File: config.mk
export PLATFORM = sky130hd
export DESIGN_NAME = obstacle_ctrl_flat
export DESIGN_NICKNAME = d
export VERILOG_FILES = /design/src/rtl/obstacle_ctrl_pkg.sv /design/src/rtl/obstacle_ctrl_if.sv /design/src/rtl/obstacle_ctrl.sv /design/src/flat_wrapper.sv
export SDC_FILE = /design/constraint.sdc
export NUM_CORES = 1
export LEC_CHECK = 0
export ABC_CLOCK_PERIOD_IN_PS = 1400
export BUFFER_PORTS_ARGS = -buffer_cell sky130_fd_sc_hd__clkbuf_2
export CAP_MARGIN = 15
export CORE_AREA = 2 2 39 41
export DETAILED_ROUTE_END_ITERATION = 8
export DIE_AREA = 0 0 41 43
export PLACE_DENSITY_LB_ADDON = 0.12
export SLEW_MARGIN = 20
export SYNTH_ARGS = -nofsm -noshare
export SYNTH_HDL_FRONTEND = slang
export SYNTH_SLANG_ARGS = --single-unit
export TNS_END_PERCENT = 5
File: constraint.sdc
create_clock -name clk -period 1.4 [get_ports clk]
set_input_delay 0.07 -clock clk [delete_from_list [all_inputs] [get_ports clk]]
set_output_delay 0.07 -clock clk [all_outputs]
set_load 0.1 [all_outputs]
File: src/rtl/obstacle_ctrl_pkg.sv
// Shared encodings for the obstacle-course sprite controller and its datapath.
package obstacle_ctrl_pkg;

    localparam int unsigned STATE_W = 4;
    localparam int unsigned SEL_W   = 2;

    typedef enum logic [STATE_W-1:0] {
        S_IDLE  = 4'd0,
        S_INIT  = 4'd1,
        S_DRAW  = 4'd2,
        S_WAIT  = 4'd3,
        S_ERASE = 4'd4,
        S_PRX   = 4'd5,
        S_EVX   = 4'd6,
        S_PRY   = 4'd7,
        S_EVY   = 4'd8,
        S_MOVE  = 4'd9
    } state_t;

    // Position register selects: load start point, step, or clear.
    localparam logic [SEL_W-1:0] POS_LOAD = 2'd0;
    localparam logic [SEL_W-1:0] POS_DEC  = 2'd1;
    localparam logic [SEL_W-1:0] POS_INC  = 2'd2;
    localparam logic [SEL_W-1:0] POS_ZERO = 2'd3;

    // Obstacle probe directions relative to the sprite.
    localparam logic [SEL_W-1:0] PRB_UP    = 2'd0;
    localparam logic [SEL_W-1:0] PRB_DOWN  = 2'd1;
    localparam logic [SEL_W-1:0] PRB_LEFT  = 2'd2;
    localparam logic [SEL_W-1:0] PRB_RIGHT = 2'd3;

    localparam logic DIR_SET    = 1'b0;
    localparam logic DIR_TOGGLE = 1'b1;
    localparam logic TMR_CLEAR  = 1'b0;
    localparam logic TMR_INC    = 1'b1;

    function automatic logic [SEL_W-1:0] step_sel(input logic dir);
        return dir ? POS_INC : POS_DEC;
    endfunction

endpackage

File: src/rtl/obstacle_ctrl_if.sv
// Control/status bundle between the sequencing FSM and the sprite datapath.
interface obstacle_ctrl_if;
    import obstacle_ctrl_pkg::*;

    logic             start;
    logic             pause;
    logic             xdir;
    logic             ydir;
    logic             timer_done;
    logic             obstacle;
    logic             en_xpos;
    logic [SEL_W-1:0] s_xpos;
    logic             en_ypos;
    logic [SEL_W-1:0] s_ypos;
    logic             en_xdir;
    logic             s_xdir;
    logic             en_ydir;
    logic             s_ydir;
    logic             en_timer;
    logic             s_timer;
    logic             s_color;
    logic [SEL_W-1:0] s_obs_xy;
    logic             plot;
    logic             busy;

    modport master (
        input  start, pause, xdir, ydir, timer_done, obstacle,
        output en_xpos, s_xpos, en_ypos, s_ypos, en_xdir, s_xdir,
               en_ydir, s_ydir, en_timer, s_timer, s_color, s_obs_xy, plot, busy
    );

    modport slave (
        output start, pause, xdir, ydir, timer_done, obstacle,
        input  en_xpos, s_xpos, en_ypos, s_ypos, en_xdir, s_xdir,
               en_ydir, s_ydir, en_timer, s_timer, s_color, s_obs_xy, plot, busy
    );

endinterface

File: src/rtl/obstacle_ctrl.sv
// Per-frame sequencer: draw, wait on timer, erase, probe obstacles per axis, step.
module obstacle_ctrl
    import obstacle_ctrl_pkg::*;
#(
    parameter int unsigned OBS_LAT = 1
) (
    input  logic           clk,
    input  logic           reset,
    obstacle_ctrl_if.master bus
);

    // The EV states sample the probe result exactly one cycle after PR.
    if (OBS_LAT != 1) begin : g_bad_obs_lat
        $error("obstacle_ctrl: only OBS_LAT == 1 is supported");
    end

    state_t state;
    logic   blk_x;
    logic   blk_y;

    always_ff @(posedge clk) begin
        if (reset) begin
            state <= S_IDLE;
            blk_x <= 1'b0;
            blk_y <= 1'b0;
        end else begin
            case (state)
                S_IDLE:  if (bus.start) state <= S_INIT;
                S_INIT:  state <= S_DRAW;
                S_DRAW:  state <= S_WAIT;
                S_WAIT:  if (bus.timer_done) state <= S_ERASE;
                S_ERASE: state <= S_PRX;
                S_PRX:   state <= S_EVX;
                S_EVX: begin
                    blk_x <= bus.obstacle;
                    state <= S_PRY;
                end
                S_PRY:   state <= S_EVY;
                S_EVY: begin
                    blk_y <= bus.obstacle;
                    state <= S_MOVE;
                end
                S_MOVE:  state <= S_DRAW;
                default: state <= S_IDLE;
            endcase
        end
    end

    logic             en_xpos_c, en_ypos_c, en_xdir_c, en_ydir_c, en_timer_c, plot_c;
    logic [SEL_W-1:0] s_xpos_c, s_ypos_c, s_obs_xy_c;
    logic             s_xdir_c, s_ydir_c, s_timer_c, s_color_c;

    always_comb begin
        en_xpos_c  = 1'b0;
        en_ypos_c  = 1'b0;
        en_xdir_c  = 1'b0;
        en_ydir_c  = 1'b0;
        en_timer_c = 1'b0;
        plot_c     = 1'b0;
        s_xpos_c   = POS_LOAD;
        s_ypos_c   = POS_LOAD;
        s_obs_xy_c = PRB_UP;
        s_xdir_c   = DIR_SET;
        s_ydir_c   = DIR_SET;
        s_timer_c  = TMR_CLEAR;
        s_color_c  = 1'b0;
        case (state)
            S_INIT: begin
                en_xpos_c  = 1'b1;
                en_ypos_c  = 1'b1;
                en_xdir_c  = 1'b1;
                en_ydir_c  = 1'b1;
                en_timer_c = 1'b1;
            end
            S_DRAW: begin
                s_color_c  = 1'b1;
                plot_c     = 1'b1;
                en_timer_c = 1'b1;
            end
            S_WAIT: begin
                en_timer_c = ~bus.pause;
                s_timer_c  = TMR_INC;
            end
            S_ERASE: plot_c = 1'b1;
            S_PRX, S_EVX: begin
                s_obs_xy_c = bus.xdir ? PRB_RIGHT : PRB_LEFT;
                if (state == S_EVX && bus.obstacle) begin
                    en_xdir_c = 1'b1;
                    s_xdir_c  = DIR_TOGGLE;
                end
            end
            S_PRY, S_EVY: begin
                s_obs_xy_c = bus.ydir ? PRB_DOWN : PRB_UP;
                if (state == S_EVY && bus.obstacle) begin
                    en_ydir_c = 1'b1;
                    s_ydir_c  = DIR_TOGGLE;
                end
            end
            S_MOVE: begin
                en_xpos_c = ~blk_x;
                s_xpos_c  = step_sel(bus.xdir);
                en_ypos_c = ~blk_y;
                s_ypos_c  = step_sel(bus.ydir);
            end
            default: ;
        endcase
    end

    // Reset masks every strobe so an in-flight frame cannot touch the datapath.
    assign bus.en_xpos  = en_xpos_c  & ~reset;
    assign bus.en_ypos  = en_ypos_c  & ~reset;
    assign bus.en_xdir  = en_xdir_c  & ~reset;
    assign bus.en_ydir  = en_ydir_c  & ~reset;
    assign bus.en_timer = en_timer_c & ~reset;
    assign bus.plot     = plot_c     & ~reset;
    assign bus.s_xpos   = s_xpos_c;
    assign bus.s_ypos   = s_ypos_c;
    assign bus.s_xdir   = s_xdir_c;
    assign bus.s_ydir   = s_ydir_c;
    assign bus.s_timer  = s_timer_c;
    assign bus.s_color  = s_color_c;
    assign bus.s_obs_xy = s_obs_xy_c;
    assign bus.busy     = (state != S_IDLE);

endmodule

File: src/flat_wrapper.sv
// flat-port wrapper written by rule: the top's interface ports become plain ports
module obstacle_ctrl_flat import obstacle_ctrl_pkg::*;
#(
    parameter int unsigned OBS_LAT = 1
)
  (clk, reset, bus_start, bus_pause, bus_xdir, bus_ydir, bus_timer_done, bus_obstacle, bus_en_xpos, bus_s_xpos, bus_en_ypos, bus_s_ypos, bus_en_xdir, bus_s_xdir, bus_en_ydir, bus_s_ydir, bus_en_timer, bus_s_timer, bus_s_color, bus_s_obs_xy, bus_plot, bus_busy);
  obstacle_ctrl_if bus_i ();
  input  logic clk;
  input  logic reset;
  input wire logic [$bits(bus_i.start)-1:0] bus_start;
  input wire logic [$bits(bus_i.pause)-1:0] bus_pause;
  input wire logic [$bits(bus_i.xdir)-1:0] bus_xdir;
  input wire logic [$bits(bus_i.ydir)-1:0] bus_ydir;
  input wire logic [$bits(bus_i.timer_done)-1:0] bus_timer_done;
  input wire logic [$bits(bus_i.obstacle)-1:0] bus_obstacle;
  output wire logic [$bits(bus_i.en_xpos)-1:0] bus_en_xpos;
  output wire logic [$bits(bus_i.s_xpos)-1:0] bus_s_xpos;
  output wire logic [$bits(bus_i.en_ypos)-1:0] bus_en_ypos;
  output wire logic [$bits(bus_i.s_ypos)-1:0] bus_s_ypos;
  output wire logic [$bits(bus_i.en_xdir)-1:0] bus_en_xdir;
  output wire logic [$bits(bus_i.s_xdir)-1:0] bus_s_xdir;
  output wire logic [$bits(bus_i.en_ydir)-1:0] bus_en_ydir;
  output wire logic [$bits(bus_i.s_ydir)-1:0] bus_s_ydir;
  output wire logic [$bits(bus_i.en_timer)-1:0] bus_en_timer;
  output wire logic [$bits(bus_i.s_timer)-1:0] bus_s_timer;
  output wire logic [$bits(bus_i.s_color)-1:0] bus_s_color;
  output wire logic [$bits(bus_i.s_obs_xy)-1:0] bus_s_obs_xy;
  output wire logic [$bits(bus_i.plot)-1:0] bus_plot;
  output wire logic [$bits(bus_i.busy)-1:0] bus_busy;
  assign bus_i.start = bus_start;
  assign bus_i.pause = bus_pause;
  assign bus_i.xdir = bus_xdir;
  assign bus_i.ydir = bus_ydir;
  assign bus_i.timer_done = bus_timer_done;
  assign bus_i.obstacle = bus_obstacle;
  assign bus_en_xpos = bus_i.en_xpos;
  assign bus_s_xpos = bus_i.s_xpos;
  assign bus_en_ypos = bus_i.en_ypos;
  assign bus_s_ypos = bus_i.s_ypos;
  assign bus_en_xdir = bus_i.en_xdir;
  assign bus_s_xdir = bus_i.s_xdir;
  assign bus_en_ydir = bus_i.en_ydir;
  assign bus_s_ydir = bus_i.s_ydir;
  assign bus_en_timer = bus_i.en_timer;
  assign bus_s_timer = bus_i.s_timer;
  assign bus_s_color = bus_i.s_color;
  assign bus_s_obs_xy = bus_i.s_obs_xy;
  assign bus_plot = bus_i.plot;
  assign bus_busy = bus_i.busy;
  obstacle_ctrl #(.OBS_LAT(OBS_LAT)) u_core (.clk(clk), .reset(reset), .bus(bus_i));
endmodule
==> run summary, run 1 <==
Status: complete, but fails checks
Failing checks: setup timing
Area growth, synth to finish: 139%
Row count: 14
Clock sinks: 6
Pwr dens: 1270 mW/mm^2
Ys Warns: 0
Number of global-route vias before repair: 625
Mapped Nets: 77
Min Tclk post-route: 1.55 ns
Worst path slowest cell: or4b_4
Most frequent cells after synthesis: nor2_1 (11), dfxtp_1 (6), nand2_1 (5), o21a_1 (5)
DRT Wirelength: 1740 microns
N_diodes: 0
Syn avg cell area: 7.58 sq um
Pleak: 0.000502 uW
Largest net degree at the start of global routing: 12
CTS clk-pin slew, worst paths: 0.04 ns
Required time worst endpoint: 1.33 ns
Fmax: 646 MHz
Initial core utilization: 37.8%
Seq/Total Area, Yosys: 23.0%
Setup ws final: -0.147 ns
Vias: 651
Hold Crit Class: input port to register
Area contributors post-synth: dfxtp_1 (23%), nor2_1 (7.9%), mux2i_1 (7.7%), o21a_1 (7.2%), buf_2 (3.8%)
Die height: 43 microns
Register bit total from synthesis: 6
Critical Path Sink Type: output pin
CTS tree: built
Largest area contributor in the netlist: dfxtp_1
Final setup viols: 16
Die area: 0.00176 sq mm
Worst-skew pair later-pin latency: 0.24 ns
Worst Tran Pin Value: 0.362 ns
Final ANT Viol Nets: 0
Nets: 118
RSZ-0062 raised after global routing: yes
Overflow after GRT: 0
Netlist Area Pre-Place: 523 sq um
Post-synth EDFFs: 0
Cell variety after synth: 31
Post-synth top flop: dfxtp_1
WHS: 0.182 ns
Global-route wire length before repair: 2770 microns
Fin util: 90.4%
Routability congestion estimate: 0.824
Fin Clk Skew: 0.000298 ns
Buffers on Ports: 24
Crit path DAT: 1.48 ns
Slowest stage delay, CP: 0.57 ns
Most common cell in the netlist: nor2_1
Num CTS Buffers: 3
Crit path cell chain: or4b_4 > nor2_4 > buf_12
GRT Total Usage: 22.8%
Max-slew violation count: 0
WS Path Type: register to output pin
Clock buffer depth: 2
FFs w/ async S/R, synth: 0%
Final hold viol count: 0
Share of cells above drive strength 1: 72.2%
Max VDD drop: 1.00 mV
Via density: 5.25
Initial antenna violation count: 0
H-tree Lvls: 1
CP Launch Type: register
First-pass iteration count of the detailed router: 3
DR DRC count: 0
Root Driver: clkbuf_4
HPWL after DPL: 1260 microns
Post-Syn Instances: 69
Starting DRT DRC Count: 6
CORE AREA: 0.00138 sq mm
Avg WL per Cell: 14.0 microns
Crit path max fanout: 5
Share of Yosys cell area claimed by the top area cell type: 23.0%
Die W: 41 microns
Maxcap violations: 0
Period utilization: 111%
Num ports: 25
Slew headroom: 75.9%
[final cells by class]
class | count | area, sq um
Inverter | 1 | 3.75
Tap cell | 16 | 20.0
Sequential cell | 6 | 135
Timing Repair Buffer | 43 | 526
Multi-Input combinational cell | 55 | 544
Clock buffer | 3 | 22.5
Fill cell | 55 | 133
[worst max-delay path: cells and delay by family, from the launching register on]
kind	cells	cell delay [ns]
DFF	1	0.35
buffers and inverters	1	0.18
and+or+nand+nor	2	0.70
[sequential cells by signal, indices dropped and copies added, names as in the netlist]
signal and count:
u_core.blk_y 1, u_core.state 4, u_core.blk_x 1
[path summary, 6_finish.rpt]
path	start	end	slack (ns)	cells after the start
setup / recovery	u_core.state[2]	bus_s_ydir	-0.15	3
hold / removal	bus_obstacle	u_core.blk_y	0.18	3
setup reg to reg	u_core.state[2]	u_core.blk_y	-0.02	4
hold reg to reg	u_core.blk_y	u_core.blk_y	0.54	2
[power breakdown]
group / leakage, uW / internal, uW / switching [uW] / total (uW)
clock network: 0.0000138 / 96.5 / 55.0 / 151
logic: 0.000436 / 478 / 707 / 1180
registers: 0.0000517 / 197 / 50.6 / 248
total: 0.000502 / 771 / 812 / 1580
[routing by layer]
metal	part of all wire, %	global-route usage (%)	wire length (microns)
met1	43	29.9	750
met2	55	38.1	958
met3	1.8	0	32
met4	0	8.00	0
met5	0	0	0
[cells by family after synthesis]
logic type,share of synthesized area [%]
muxes,9.81
DFF,23.0
AOI/OAI and AO/OA,16.7
xor gates and xnor gates,5.02
buffers and inverters,8.85
and+or+nand+nor,36.6
[per-stage QoR]
stage          cells  total power [uW]   TNS, ns  cell area (sq um)  setup slack [ns]
3_3_place_gp     115              1310  -0.00653               1100          -0.00653
2_1_floorplan     69               973     -5.10                662            -0.426
6_report         124              1580    -0.967               1250            -0.147
5_1_grt          124              1650     -1.78               1250            -0.178
3_5_place_dp     115              1330    -0.104               1100           -0.0540
4_1_cts          123              1580     -1.33               1230            -0.155
[placed cells by master, fill, tap and decap left out, drive strengths merged, types with 2 or more instances in the layout]
master  netlist  layout
a21oi         3       3
and3          2       2
buf           7      36
clkbuf        0      10
dfxtp         6       6
mux2i         4       4
nand2         5       5
nand3b        2       2
nor2         11      11
nor3          2       2
nor4          3       3
o21a          5       5
o21ai         2       2
xnor2         2       2
[timing repair]
action	4_1_cts	5_1_grt
buffers inserted	5	1
setup endpoints to repair	17	17
pin swaps	6	9
gates resized for setup	21	3
hold buffers	0	0
Note: power is estimated with default switching activity, not from simulation.
==> run 2, diff against run 1 <==
BUFFER_PORTS_ARGS = not set   (was -buffer_cell sky130_fd_sc_hd__clkbuf_2)
CELL_PAD_IN_SITES_DETAIL_PLACEMENT = 0   (was not set)
CELL_PAD_IN_SITES_GLOBAL_PLACEMENT = 1   (was not set)
CORE_AREA = not set   (was 2 2 39 41)
CORE_UTILIZATION = 39   (was not set)
DIE_AREA = not set   (was 0 0 41 43)
DONT_BUFFER_PORTS = 1   (was not set)
SETUP_SLACK_MARGIN = 0.1   (was not set)
==> run 2 against run 1 <==
The flow now stops in clock tree synthesis (4_1_cts). Synthesized cell count unchanged. Area after synthesis unchanged.
==> run summary, run 2 <==
Status: did not finish
Stop stage: clock tree synthesis (4_1_cts)
Error: [ERROR DPL-0038] Utilization greater than 100%, impossible to legalize
Post-Syn Instances: 69 (unchanged)
Ys Warns: 0 (unchanged)
Die W: 38.6 microns (-5.8%)
Routability congestion estimate: 0.800 (-2.8%)
Initial core utilization: 44.7% (+6.9 points)
Most frequent cells after synthesis: nor2_1 (11), dfxtp_1 (6), nand2_1 (5), o21a_1 (5)
Netlist Area Pre-Place: 523 sq um (unchanged)
Seq/Total Area, Yosys: 23.0% (unchanged)
Num ports: 25 (unchanged)
Row count: 12 (-2)
Die height: 38.6 microns (-10%)
Share of Yosys cell area claimed by the top area cell type: 23.0% (unchanged)
Mapped Nets: 77 (unchanged)
Area contributors post-synth: dfxtp_1 (23%), nor2_1 (7.9%), mux2i_1 (7.7%), o21a_1 (7.2%), buf_2 (3.8%)
Place WS: -0.0707 ns (-0.0168 ns)
Largest area contributor in the netlist: dfxtp_1
H-tree Lvls: 1 (unchanged)
Post-synth EDFFs: 0 (unchanged)
Clock sinks: 6 (unchanged)
Register bit total from synthesis: 6 (unchanged)
Root Driver: clkbuf_4
Buffers on Ports: 0 (-100%)
Post-synth top flop: dfxtp_1
Num CTS Buffers: 3 (unchanged)
Setup Fix Bufs, Post-CTS: 5 (unchanged)
Most common cell in the netlist: nor2_1
Syn avg cell area: 7.58 sq um (unchanged)
Cell variety after synth: 31 (unchanged)
Post-CTS Resized: 17 (-19%)
HPWL after DPL: 1520 microns (+20%)
FFs w/ async S/R, synth: 0% (unchanged)
Clock buffer depth: 2 (unchanged)
==> run 2: cell families after synthesis <==
kind of cell           after synthesis  synth area share (%)
buffers and inverters                8                  8.85
flip-flops                           6                  23.0
AO/OA/AOI/OAI                       13                  16.7
AND/OR/NAND/NOR                     34                  36.6
multiplexers                         5                  9.81
XOR/XNOR                             3                  5.02
==> run 2: stage by stage <==
step / util, % / instance area [sq um] / std cells
after detailed placement: 91.1 / 1070 / 103
after global placement: 91.1 / 1070 / 103
after floorplan: - / 662 / 69
==> run 3, diff against run 2 <==
CELL_PAD_IN_SITES_DETAIL_PLACEMENT = not set   (was 0)
CELL_PAD_IN_SITES_GLOBAL_PLACEMENT = not set   (was 1)
CORE_AREA = 2 2 63 65   (was not set)
CORE_UTILIZATION = not set   (was 39)
DIE_AREA = 0 0 65 67   (was not set)
PLACE_DENSITY_LB_ADDON = 0.15   (was 0.12)
SETUP_SLACK_MARGIN = not set   (was 0.1)
==> run 3 against run 2 <==
The flow now finishes, with violations (setup timing).
==> run summary, run 3 (synthesis gave the netlist of run 1 again) <==
Largest regs: u_core.state: 4 flops, u_core.blk_x: 1 flops, u_core.blk_y: 1 flops
Fmax: 653 MHz
Root Driver: clkbuf_8
Overflow after GRT: 0
DRT Wirelength: 1780 microns
Flop pwr share: 14.8%
Required time worst endpoint: 1.33 ns
Largest net degree at the start of global routing: 14
Most frequent cells in the layout: buf_4 (19), buf_12 (18), nor2_1 (5), o21a_1 (5)
WHS: 0.00833 ns
Fin Clk Skew: 0.00484 ns
CTS tree: built
Initial core utilization: 14.5% (-30 points)
Switching share of power: 47.6%
Met3 Use GR: 3.72%
Slew headroom: 82.3%
Slowest stage delay, CP: 0.58 ns
GRT Total Usage: 9.43%
DR DRC count: 0
Crit path max fanout: 6
Post-placement cell count: 143 (+39%)
HPWL after DPL: 1310 microns (-14%)
Via density: 4.11
CORE AREA: 0.00361 sq mm
N_diodes: 0
Gate power share: 69.9%
Clock sinks: 6 (unchanged)
Hold wc startpoint: bus_obstacle
Final setup viols: 13
Fillers: 366
Worst-skew pair later-pin latency: 0.22 ns
Final ANT Viol Nets: 0
Row count: 22 (+10)
Clk pwr share: 15.3%
Initial antenna violation count: 0
Largest register by flop count: u_core.state
Max VDD drop: 0.645 mV
DP Area: 0.00114 sq mm (+7.0%)
Final TNS setup: -0.734 ns
Met1 Usage GRT: 11.2%
Critical Path Sink Type: output pin
RSZ-0062 raised after global routing: yes
Number of global-route vias before repair: 676
Num CTS Buffers: 3 (unchanged)
Share of cells above drive strength 1: 67.0%
Die area: 0.00436 sq mm
Reg2Reg Setup Slack: 0.03 ns
Final hold viol count: 0
GR Util met2: 15.9%
Reg-to-Reg End: u_core.blk_y
CP Launch Type: register
GRT Max-Usage Layer: met2
Vias: 633
Fin cells: 154
Worst path slowest cell: or4b_4
Hold Crit Class: input port to register
Setup ws final: -0.132 ns
Crit path DAT: 1.46 ns
Pleak: 0.000501 uW
Worst Tran Pin Value: 0.258 ns
Routability congestion estimate: 0.657 (-18%)
CTS clk-pin slew, worst paths: 0.04 ns
Nets: 116
Internal Power: 889 uW
Worst hold stages: 2
Num ports: 25 (unchanged)
Status: complete, but fails checks
Period utilization: 109%
Clock buffer depth: 2 (unchanged)
Pwr dens: 1300 mW/mm^2
Reg2Reg Depth: 4
Die height: 67 microns (+73%)
Area growth, synth to finish: 150%
Avg WL per Cell: 11.6 microns
Most common cell after layout, fill and taps aside: buf_4
H-tree Lvls: 1 (unchanged)
WS Path Type: register to output pin
Die W: 65 microns (+68%)
Max-slew violation count: 0
Min Tclk post-route: 1.53 ns
RR Startpoint: u_core.state[1]
Sw power: 806 uW
Global-route wire length before repair: 3170 microns
Starting DRT DRC Count: 7
Hold Path End: u_core.blk_x
Max reg flops: 4
Crit path cell chain: or4b_4 > nor2_4 > buf_12
Total Power: 1700 uW
Maxcap violations: 0
Buffers on Ports: 0 (unchanged)
Failing checks: setup timing
First-pass iteration count of the detailed router: 4
Post-route cell area: 0.00131 sq mm
run 3: critical path, delay by kind of cell (launching register included):
kind | cells | cell delay (ns)
flops | 1 | 0.36
buf+inv | 1 | 0.18
simple gates | 2 | 0.70
run 3: power groups by stage:
stage               Sequential (uW)  Combinational (uW)  Clock (uW)
floorplan                       204                 769           0
finish                          251                1190         259
CTS                             248                1160         267
global placement                242                1100           0
detailed placement              240                1100           0
global route                    259                1250         277
run 3: worst max-delay path by stage:
stage	start	end	slack [ns]	depth (start not counted)
6_report	u_core.state[1]	bus_s_ydir	-0.13	3
2_1_floorplan	u_core.state[1]	bus_en_xdir	-0.43	5
5_1_grt	u_core.state[1]	bus_s_ydir	-0.16	3
4_1_cts	u_core.state[2]	bus_s_ydir	-0.16	3
3_3_place_gp	u_core.state[1]	bus_s_obs_xy[0]	-0.05	4
3_5_place_dp	u_core.state[0]	bus_s_ydir	-0.02	4
run 3: layout make-up:
type | count | area [sq um] | share of cell area (%)
repair buffers | 41 | 546 | 41.7
multi-input cells | 55 | 523 | 40.0
flip-flops and latches | 6 | 135 | 10.3
clock buffers | 3 | 41.3 | 3.15
inverters | 1 | 3.75 | 0.287
well taps | 48 | 60.1 | 4.59
run 3: per-stage QoR:
step           utilization [%]  setup slack (ns)
2_1_floorplan                -            -0.426
3_3_place_gp              31.7           -0.0468
3_5_place_dp              31.7           -0.0229
4_1_cts                   35.0            -0.158
5_1_grt                   36.3            -0.162
6_report                  36.3            -0.132
run 3: metal layers:
layer | up-vias | part of all wire [%]
li1 | 324 | -
met1 | 282 | 43
met2 | 25 | 48
met3 | 2 | 8.7
met4 | 0 | 0.78
met5 | - | 0
run 3: repair_timing:
| action | 4_1_cts | 5_1_grt |
|---|---|---|
| setup buffers | 6 | 1 |
| hold endpoints to repair | 4 | 0 |
| hold buffers | 2 | 0 |
| setup endpoints to repair | 17 | 19 |
| pin swaps | 3 | 4 |
| resized for setup | 9 | 10 |
==> run 4, diff against run 3 <==
REMOVE_ABC_BUFFERS = 1   (was not set)
==> run 4 against run 3 <==
The run still ends with setup timing left. Final area fell by 1.3%. Die area did not move. Sequential share of layout area fell by 0.054 points. Combinational power fell by 3%. Critical path type unchanged. Critical endpoint unchanged. Largest power group unchanged.
==> run summary, run 4 (synthesis gave the netlist of run 1 again) <==
First-pass iteration count of the detailed router: 4 (unchanged)
Final setup viols: 12 (-1)
Max reg flops: 4 (unchanged)
Most frequent cells in the layout: buf_4 (19), buf_12 (13), nor2_1 (6)
Most common cell after layout, fill and taps aside: buf_4
Final TNS setup: -0.707 ns (+0.0276 ns)
Die height: 67 microns (unchanged)
WS Path Type: register to output pin
Global-route wire length before repair: 2860 microns (-9.8%)
Row count: 22 (unchanged)
Fillers: 375 (+2.5%)
Largest regs: u_core.state: 4 flops, u_core.blk_x: 1 flops, u_core.blk_y: 1 flops
Area growth, synth to finish: 147%
Largest net degree at the start of global routing: 13 (-1)
N_diodes: 0 (unchanged)
Nets: 116 (unchanged)
Crit path cell chain: or4b_4 > nor2_4 > buf_12
Fin cells: 154 (unchanged)
Avg WL per Cell: 11.3 microns (-2.8%)
Die W: 65 microns (unchanged)
Num CTS Buffers: 3 (unchanged)
Crit path max fanout: 6 (unchanged)
HPWL after DPL: 1330 microns (+1.7%)
Final ANT Viol Nets: 0 (unchanged)
Slew headroom: 82.3% (about the same)
Fin Clk Skew: 0.00332 ns (-0.00152 ns)
Worst Tran Pin Value: 0.259 ns (+0.000523 ns)
Crit path DAT: 1.47 ns (about the same)
Maxcap violations: 0 (unchanged)
Total Power: 1650 uW (-3.0%)
RSZ-0062 raised after global routing: yes
Min Tclk post-route: 1.54 ns (+0.00842 ns)
Status: complete, but fails checks
Worst-skew pair later-pin latency: 0.22 ns (about the same)
CTS tree: built
CORE AREA: 0.00361 sq mm (unchanged)
DRT Wirelength: 1730 microns (-2.8%)
Setup ws final: -0.140 ns (-0.00842 ns)
Required time worst endpoint: 1.33 ns (about the same)
Routability congestion estimate: 0.726 (+11%)
Pwr dens: 1270 mW/mm^2 (-1.6%)
Max VDD drop: 0.415 mV (-36%)
Period utilization: 110% (+0.60 points)
Fin util: 35.8% (-0.49 points)
Final hold viol count: 0 (unchanged)
CP Launch Type: register
Slowest stage delay, CP: 0.57 ns (about the same)
Worst path slowest cell: or4b_4
Hold Crit Class: input port to register
Failing checks: setup timing
Via density: 4.10 (-0.32%)
Share of cells above drive strength 1: 65.1% (-1.9 points)
Num ports: 25 (unchanged)
Overflow after GRT: 0 (unchanged)
Number of global-route vias before repair: 631 (-6.7%)
Die area: 0.00436 sq mm (unchanged)
CTS clk-pin slew, worst paths: 0.04 ns (about the same)
Initial core utilization: 14.5% (unchanged)
Root Driver: clkbuf_8
H-tree Lvls: 1 (unchanged)
Vias: 631 (-0.32%)
Max-slew violation count: 0 (unchanged)
Clock buffer depth: 2 (unchanged)
DR DRC count: 0 (unchanged)
Starting DRT DRC Count: 29 (+22)
Largest register by flop count: u_core.state
Fmax: 649 MHz (-0.55%)
Initial antenna violation count: 0 (unchanged)
Clock sinks: 6 (unchanged)
Critical Path Sink Type: output pin
Post-placement cell count: 145 (+1.4%)
Buffers on Ports: 0 (unchanged)
Pleak: 0.000496 uW (-0.94%)
GRT Total Usage: 8.29% (-1.1 points)
## run 4: cell types whose count changed in the layout (fill, tap and decap cells not counted), sizes merged
cell | before | now
dlygate4sd3 | 2 | 1
buf | 39 | 36
clkbuf | 3 | 7
## run 4: final cells by class
cell class	count	area [sq um]	area share (%)
inverter	1	3.75	0.291
timing repair buffer	41	552	42.7
tap	48	60.1	4.65
clock buffer	3	41.3	3.20
multi-input combinational	55	502	38.9
sequential	6	133	10.3
## run 4: stage by stage
stage	instance area (sq um)	setup WS, ns	hold slack (ns)
3_3_place_gp	1120	-0.0231	0.147
6_report	1290	-0.140	0.00442
3_5_place_dp	1120	-0.0294	0.151
4_1_cts	1220	-0.162	-0.0861
5_1_grt	1290	-0.178	0.0224
2_1_floorplan	480	-2.41	0.142
## run 4: worst paths after layout
kind                                       from           end  slack, ns  cells past startpoint
worst max-delay path            u_core.state[2]    bus_s_ydir      -0.14                      3
worst min-delay path               bus_obstacle  u_core.blk_x      0.004                      2
worst max register to register  u_core.state[2]  u_core.blk_y       0.01                      4
worst min register to register     u_core.blk_x  u_core.blk_x       0.52                      2
## run 4: timing repair
item / 4_1_cts / 5_1_grt
endpoints found under the hold margin: 4 / 4
setup buffers: 1 / 4
gates resized for setup: 18 / 8
pin swaps: 6 / 6
setup endpoints to repair: 17 / 16
## run 4: power breakdown
part | switching (uW) | internal (uW)
Sequential | 48.6 | 196
Combinational | 670 | 477
Clock | 69.6 | 184
Total | 788 | 857
## run 4: per-layer routing
metal | GRT usage [%] | vias to the layer above | routed length [microns]
met2 | 13.8 | 18 | 833
met5 | 0 | - | 0
li1 | - | 321 | -
met4 | 3.99 | 0 | 8
met3 | 2.20 | 2 | 126
met1 | 9.86 | 290 | 766
## run 4: critical path: cells and delay by family, from the launching register on
| kind | cells | cell delay (ns) |
|---|---|---|
| simple gates | 2 | 0.72 |
| flops | 1 | 0.35 |
| buf+inv | 1 | 0.18 |
